### config.mk
export PLATFORM = sky130hd
export DESIGN_NAME = farbborg_wr_arbiter
export DESIGN_NICKNAME = d
export VERILOG_FILES = /design/src/rtl/farbborg_pkg.sv /design/src/rtl/farbborg_wr_arbiter_rr_arb2.sv /design/src/rtl/farbborg_wr_arbiter.sv
export SDC_FILE = /design/constraint.sdc
export NUM_CORES = 1
export LEC_CHECK = 0
export BUFFER_PORTS_ARGS = -buffer_cell sky130_fd_sc_hd__buf_2
export CORE_UTILIZATION = 40
export DETAILED_ROUTE_END_ITERATION = 10
export PLACE_DENSITY = 0.75
export SYNTH_ARGS = -nofsm -noshare
export SYNTH_HDL_FRONTEND = slang
export SYNTH_SLANG_ARGS = --single-unit
### constraint.sdc
create_clock -name clk -period 1.65 [get_ports clk]
set_input_delay 0.2475 -clock clk [delete_from_list [all_inputs] [get_ports clk]]
set_output_delay 0.2475 -clock clk [all_outputs]
set_load 0.02 [all_outputs]
### src/rtl/farbborg_pkg.sv
`default_nettype none
// ============================================================================
// Module      : farbborg_pkg
// Description : Shared types and defaults for the Farbborg PWM write arbiter.
//               Holds the arbiter state encoding and the default widths and
//               clear value used by farbborg_wr_arbiter.
// Revision    : 1.0 - initial release
// ============================================================================
package farbborg_pkg;

  localparam int         PWM_AW_DEF    = 11;     // PWM word-address width
  localparam int         WB_AW         = 13;     // Wishbone byte-address width
  localparam logic [7:0] CLEAR_VAL_DEF = 8'h00;  // value written by a clear

  typedef enum logic [1:0] {
    ST_IDLE  = 2'd0,
    ST_ACK0  = 2'd1,
    ST_ACK1  = 2'd2,
    ST_CLEAR = 2'd3
  } arb_state_t;

endpackage
`default_nettype wire

### src/rtl/farbborg_wr_arbiter_rr_arb2.sv
`default_nettype none
// ============================================================================
// Module      : rr_arb2
// Description : Two-requester round-robin picker, purely combinational.
//               The "last served" bit is owned by the parent.
// Ports       : req[1:0]    - request vector, bit N = port N
//               last_grant  - port that was granted most recently
//               gnt[1:0]    - grant vector, one-hot or all zero
// Revision    : 1.0 - initial release
// ============================================================================
module rr_arb2
  import farbborg_pkg::*;
(
  input  logic [1:0] req,
  input  logic       last_grant,
  output logic [1:0] gnt
);

  always_comb begin
    gnt = 2'b00;
    case (req)
      2'b01:   gnt = 2'b01;
      2'b10:   gnt = 2'b10;
      // Contention: hand the grant to whichever port was not served last.
      2'b11:   gnt = last_grant ? 2'b01 : 2'b10;
      default: gnt = 2'b00;
    endcase
  end

endmodule
`default_nettype wire

### src/rtl/farbborg_wr_arbiter.sv
`default_nettype none
// ============================================================================
// Module      : farbborg_wr_arbiter
// Description : Shares the single write port of the PWM brightness memory
//               between two Wishbone classic slave ports (0 = CPU,
//               1 = animation/DMA). Round-robin, one grant per transaction,
//               one-cycle ack latency. Optional frame-clear sequencer writes
//               CLEAR_VAL to every word.
// Config      : FARBBORG_CLEAR_EN - when defined, builds the clear sequencer
//               (CLEAR state, counter, pending flag). When undefined,
//               clear_start is ignored and clear_busy is tied low.
// Ports       : clk, reset_n         - clock, async active-low reset
//               wbN_adr_i/dat_i      - Wishbone byte address / write data
//               wbN_cyc_i/stb_i/we_i - Wishbone classic controls
//               wbN_dat_o            - read data, always zero (write-only mem)
//               wbN_ack_o            - acknowledge
//               clear_start          - one-cycle clear request pulse
//               clear_busy           - clear pending or running
//               pwm_addr/din/we      - registered write port to the PWM memory
// Revision    : 1.0 - initial release
// ============================================================================
module farbborg_wr_arbiter
  import farbborg_pkg::*;
#(
  parameter int unsigned PWM_AW      = PWM_AW_DEF,
  parameter int unsigned CLEAR_DEPTH = 2048,
  parameter logic [7:0]  CLEAR_VAL   = CLEAR_VAL_DEF
) (
  input  logic              clk,
  input  logic              reset_n,
  input  logic [WB_AW-1:0]  wb0_adr_i,
  input  logic [7:0]        wb0_dat_i,
  output logic [7:0]        wb0_dat_o,
  input  logic              wb0_cyc_i,
  input  logic              wb0_stb_i,
  input  logic              wb0_we_i,
  output logic              wb0_ack_o,
  input  logic [WB_AW-1:0]  wb1_adr_i,
  input  logic [7:0]        wb1_dat_i,
  output logic [7:0]        wb1_dat_o,
  input  logic              wb1_cyc_i,
  input  logic              wb1_stb_i,
  input  logic              wb1_we_i,
  output logic              wb1_ack_o,
  input  logic              clear_start,
  output logic              clear_busy,
  output logic [PWM_AW-1:0] pwm_addr,
  output logic [7:0]        pwm_din,
  output logic              pwm_we
);

  arb_state_t       state;
  logic             last_grant;
  logic             ack0_r;
  logic             ack1_r;
  logic [1:0]       req;
  logic [1:0]       gnt;
  logic [WB_AW-1:0] sel_adr;
  logic [7:0]       sel_dat;
  logic             sel_we;
  logic             unused_ok;

  assign req = {wb1_cyc_i & wb1_stb_i, wb0_cyc_i & wb0_stb_i};

  rr_arb2 u_rr_arb2 (
    .req        (req),
    .last_grant (last_grant),
    .gnt        (gnt)
  );

  // Fields of the winning port; only meaningful when gnt is non-zero.
  assign sel_adr = gnt[1] ? wb1_adr_i : wb0_adr_i;
  assign sel_dat = gnt[1] ? wb1_dat_i : wb0_dat_i;
  assign sel_we  = gnt[1] ? wb1_we_i  : wb0_we_i;

  // A master that drops stb during its ack cycle sees no ack, but the write
  // already presented to the memory still happens.
  assign wb0_ack_o = ack0_r & wb0_stb_i;
  assign wb1_ack_o = ack1_r & wb1_stb_i;
  assign wb0_dat_o = 8'h00;
  assign wb1_dat_o = 8'h00;

`ifdef FARBBORG_CLEAR_EN
  // One extra bit so the terminal value CLEAR_DEPTH is representable and the
  // counter never wraps inside a sequence.
  localparam logic [PWM_AW:0] CLR_END = (PWM_AW+1)'(CLEAR_DEPTH);

  logic              clear_pend;
  logic [PWM_AW:0]   clr_cnt;   // address of the *next* clear write

  assign clear_busy = (state == ST_CLEAR) | clear_pend;
  assign unused_ok  = &{1'b0, sel_adr[1:0]};
`else
  assign clear_busy = 1'b0;
  assign unused_ok  = &{1'b0, sel_adr[1:0], clear_start, CLEAR_VAL, CLEAR_DEPTH};
`endif

  always_ff @(posedge clk or negedge reset_n) begin
    if (!reset_n) begin
      state      <= ST_IDLE;
      last_grant <= 1'b1;
      ack0_r     <= 1'b0;
      ack1_r     <= 1'b0;
      pwm_we     <= 1'b0;
      pwm_addr   <= '0;
      pwm_din    <= '0;
`ifdef FARBBORG_CLEAR_EN
      clear_pend <= 1'b0;
      clr_cnt    <= '0;
`endif
    end else begin
`ifdef FARBBORG_CLEAR_EN
      // Pulses during a running clear are dropped; elsewhere they are held.
      if (clear_start && (state != ST_CLEAR)) begin
        clear_pend <= 1'b1;
      end
`endif
      case (state)
        ST_IDLE: begin
          pwm_we <= 1'b0;
`ifdef FARBBORG_CLEAR_EN
          if (clear_pend) begin
            // Address 0 is issued on the entry edge, so the counter starts at 1.
            state      <= ST_CLEAR;
            clear_pend <= 1'b0;
            clr_cnt    <= (PWM_AW+1)'(1);
            pwm_we     <= 1'b1;
            pwm_addr   <= '0;
            pwm_din    <= CLEAR_VAL;
          end else if (|gnt) begin
`else
          if (|gnt) begin
`endif
            state      <= gnt[1] ? ST_ACK1 : ST_ACK0;
            ack0_r     <= gnt[0];
            ack1_r     <= gnt[1];
            last_grant <= gnt[1];
            pwm_addr   <= sel_adr[PWM_AW+1:2];
            pwm_din    <= sel_dat;
            pwm_we     <= sel_we;
          end
        end

        ST_ACK0, ST_ACK1: begin
          state  <= ST_IDLE;
          ack0_r <= 1'b0;
          ack1_r <= 1'b0;
          pwm_we <= 1'b0;
        end

`ifdef FARBBORG_CLEAR_EN
        ST_CLEAR: begin
          if (clr_cnt == CLR_END) begin
            state  <= ST_IDLE;
            pwm_we <= 1'b0;
          end else begin
            pwm_addr <= clr_cnt[PWM_AW-1:0];
            clr_cnt  <= clr_cnt + (PWM_AW+1)'(1);
          end
        end
`endif

        default: state <= ST_IDLE;
      endcase
    end
  end

endmodule
`default_nettype wire

==> metrics.md <==
| Metric | Value |
|---|---|
| Outcome | `finished clean` |
| Sequential power share | `38.6%` |
| Clk_lat worst skew | `310 ps` |
| Switching share of power | `approximately 45%` |
| Initial antenna violation count | `0` |
| Post-Synthesis Cells | `167` |
| Std-Cell Rows | `21` |
| Crit start category | `flop` |
| Grt total ovfl | `0` |
| Arrival time at the worst endpoint | `1600 ps` |
| Period minus WS final | `approximately 1400 ps` |
| Worst Skew | `around 2.5 ps` |
| Residual DRC | `0` |
| Design Area, Final | `1810 sq um` |
| Routability cong. | `0.756` |
| Starting Density | `42.6%` |
| Routed length per placed instance | `13.2 um` |
| Peak supply drop | `0.000659 V` |
| I/O Buffers | `67` |
| Die width | `roughly 62 um` |
| Final slew viol count | `0` |
| Critical path class | `reg -> reg` |
| Clock power frac | `9.7%` |
| Internal power | `1.52 mW` |
| Largest net degree at the start of global routing | `26` |
| Synth cell types | `31` |
| Slowest CP cell | `dfrtp_1` |
| Avg Cell Area, Syn | `between 8 and 9 sq um` |
| Clock transition at path regs | `130 ps` |
| CTS buffer count | `3` |
| Placed Area | `1770 sq um` |
| First-pass GRT wire length | `6220 um` |
| Area Overhead vs Synth | `24.3%` |
| Comb pwr share | `51.7%` |
| Final number of setup-violating endpoints | `0` |
| Seq/Total Area, Yosys | `43.1%` |
| Die area | `roughly 3900 sq um` |
| Switching power | `1.24 mW` |
| Crit path largest cell delay | `420 ps` |
| EDFF count, synth | `0` |
| Die H | `62.3 um` |
| Max clock buf depth | `2` |
| Critical-path cell list | `inv_1, ha_1, and2_4, a31oi_1` |
| CTS H-tree lvls | `1` |
| Max_cap viols | `0` |
| Fin. Hold Viols | `0` |
| Highest clock rate | `0.714 GHz` |
| Yosys warning total | `0` |
| Total power | `2.76 mW` |
| IO Count | `90` |
| Pre-Repair DR Iteration Count | `4` |
| PostCTS Resize Cnt | `0` |
| Vias in the first global route | `1,392` |
| Clk Tree Root Cell | `clkbuf_4` |
| Clk sinks | `25` |
| RSZ-0062 raised after global routing | `false` |
| Drt total wl | `3670 um` |
| Worst Path Max Fanout | `19` |
| Share of synthesized flip-flops with an asynchronous set or reset | `100%` |
| Critical Path RT | `between 1500 and 2000 ps` |
| Antenna-violating nets left | `0` |
| Synth Flop Type | `dfrtp_1` |
| Total GRT Usage | `19.8%` |
| Ant diodes | `0` |
| Vias per cell | `5.22` |
| Worst setup EP type | `flop` |
| Synth Register Bits | `25` |
| NumNets Final | `286` |
| Post-DP HPWL | `approximately 2600 um` |
| Layout cells sized above 1 | `35.3%` |
| Fin crit share | `84.9%` |
| Core ar. | `roughly 3400 sq um` |
| Hold_ws | `182 ps` |
| Pin slew with the least headroom to its limit | `about 550 ps` |
| Cell Pwr Density | `1530 nW/um^2` |
| Post-Route Setup TNS | `0 ps` |
| Post-Syn Area | `1450 sq um` |
| Fill count | `roughly 360` |
| Initial DRC Count | `103` |
| Type of the tightest min-delay check | `in -> reg` |
| Vias | `1,451` |
| Leakage | `0.851 nW` |
| Max_slew headroom | `about 63%` |
| CTS tree | `done` |
| Crit path max-delay family | `flip-flops` |
| CP bufs+invs | `1` |
==> power groups by stage <==
stage	clock network, mW	logic (mW)	registers, mW
3_3_place_gp	0	1.41	1.07
3_5_place_dp	0	1.43	1.08
5_1_grt	0.300	1.56	1.10
4_1_cts	0.276	1.44	1.07
6_report	0.267	1.43	1.07
2_1_floorplan	0	0.676	1.38
==> layer usage <==
layer / wire (um) / up-vias / track usage, %
met5: 0 / - / 0
li1: - / 697 / -
met4: 74 / 0 / 6.98
met2: 1770 / 62 / 33.2
met1: 1620 / 686 / 26.0
met3: 207 / 6 / 2.76
==> placed cells by master, fill, tap and decap left out, drive strengths merged, types with 3 or more instances in the layout <==
cell    synthesis  layout
a31oi          21      21
conb            1      17
clkbuf          9       4
dfrtp          24      24
a21oi          20      20
o21ai          20      20
buf            23      76
nor2            3       3
and2            5       5
nand2           4       4
nand3          21      21
==> final timing paths <==
check | startpoint | cells past startpoint | slack [ps] | end
worst max-delay path | state[0] | 4 | 250 | pwm_addr[9]
min in group asynchronous | reset_n | 2 | 460 | pwm_din[4]
worst min-delay path | wb1_dat_i[5] | 3 | 180 | pwm_din[5]
worst max register to register | state[0] | 4 | 250 | pwm_addr[9]
worst min register to register | ack0_r | 1 | 520 | ack0_r
max in group asynchronous | reset_n | 2 | 820 | last_grant
==> stage by stage <==
stage | utilization, % | setup slack [ps] | cells
after floorplan | - | 321 | 183
after global placement | 51.8 | 296 | 273
after detailed placement | 51.8 | 267 | 273
after CTS | 52.9 | 237 | 278
after global routing | 52.9 | 134 | 278
final | 52.9 | 249 | 278
==> cell usage after synthesis, types with 2 or more instances <==
| library cell | instances | area (sq um) |
|---|---|---|
| dfrtp_1 | 24 | 601 |
| ha_1 | 2 | 25.0 |
| buf_2 | 3 | 15.0 |
| buf_4 | 17 | 128 |
| and2_1 | 3 | 18.8 |
| nor2_1 | 3 | 11.3 |
| buf_6 | 2 | 22.5 |
| a21oi_1 | 20 | 100 |
| a31oi_1 | 21 | 131 |
| nand2_1 | 4 | 15.0 |
| clkbuf_1 | 8 | 30.0 |
| o21ai_0 | 20 | 100 |
| nand3_1 | 21 | 105 |
| inv_1 | 2 | 7.51 |
==> state kept, by name, indices dropped and copies added (netlist names) <==
register,count
state,2
pwm_addr,11
pwm_din,8
ack1_r,1
ack0_r,1
pwm_we,1
last_grant,1
==> cell type report <==
class | count | area [sq um] | share of cell area [%]
Inverter | 2 | 7.51 | 0.416
Multi-Input combinational cell | 124 | 676 | 37.4
Timing Repair Buffer | 77 | 413 | 22.9
Sequential cell | 25 | 627 | 34.7
Tap cell | 46 | 57.6 | 3.19
Clock buffer | 4 | 26.3 | 1.45
==> worst min-delay path: cells and delay by family <==
kind                   cells  cell delay (ps)
buffers and inverters      1               90
and+or+nand+nor            1               50
AOI/OAI and AO/OA          1               70
==> timing repair <==
action	CTS	global route
setup buffers	0	0
hold endpoints to repair	24	0
hold buffers	1	0
==> kinds of logic (layout without fill, tap and decap cells) <==
| group | count (synthesis) | after routing | share of synthesized area, % |
|---|---|---|---|
| AOI/OAI and AO/OA | 67 | 67 | 26.6 |
| DFF | 25 | 25 | 43.1 |
| muxes | 1 | 1 | 0.688 |
| adders and majority gates | 2 | 2 | 1.72 |
| other | 1 | 17 | 0.258 |
| and+or+nand+nor | 37 | 37 | 13.1 |
| buffers and inverters | 34 | 83 | 14.5 |
(Power assumes the default switching activity.)
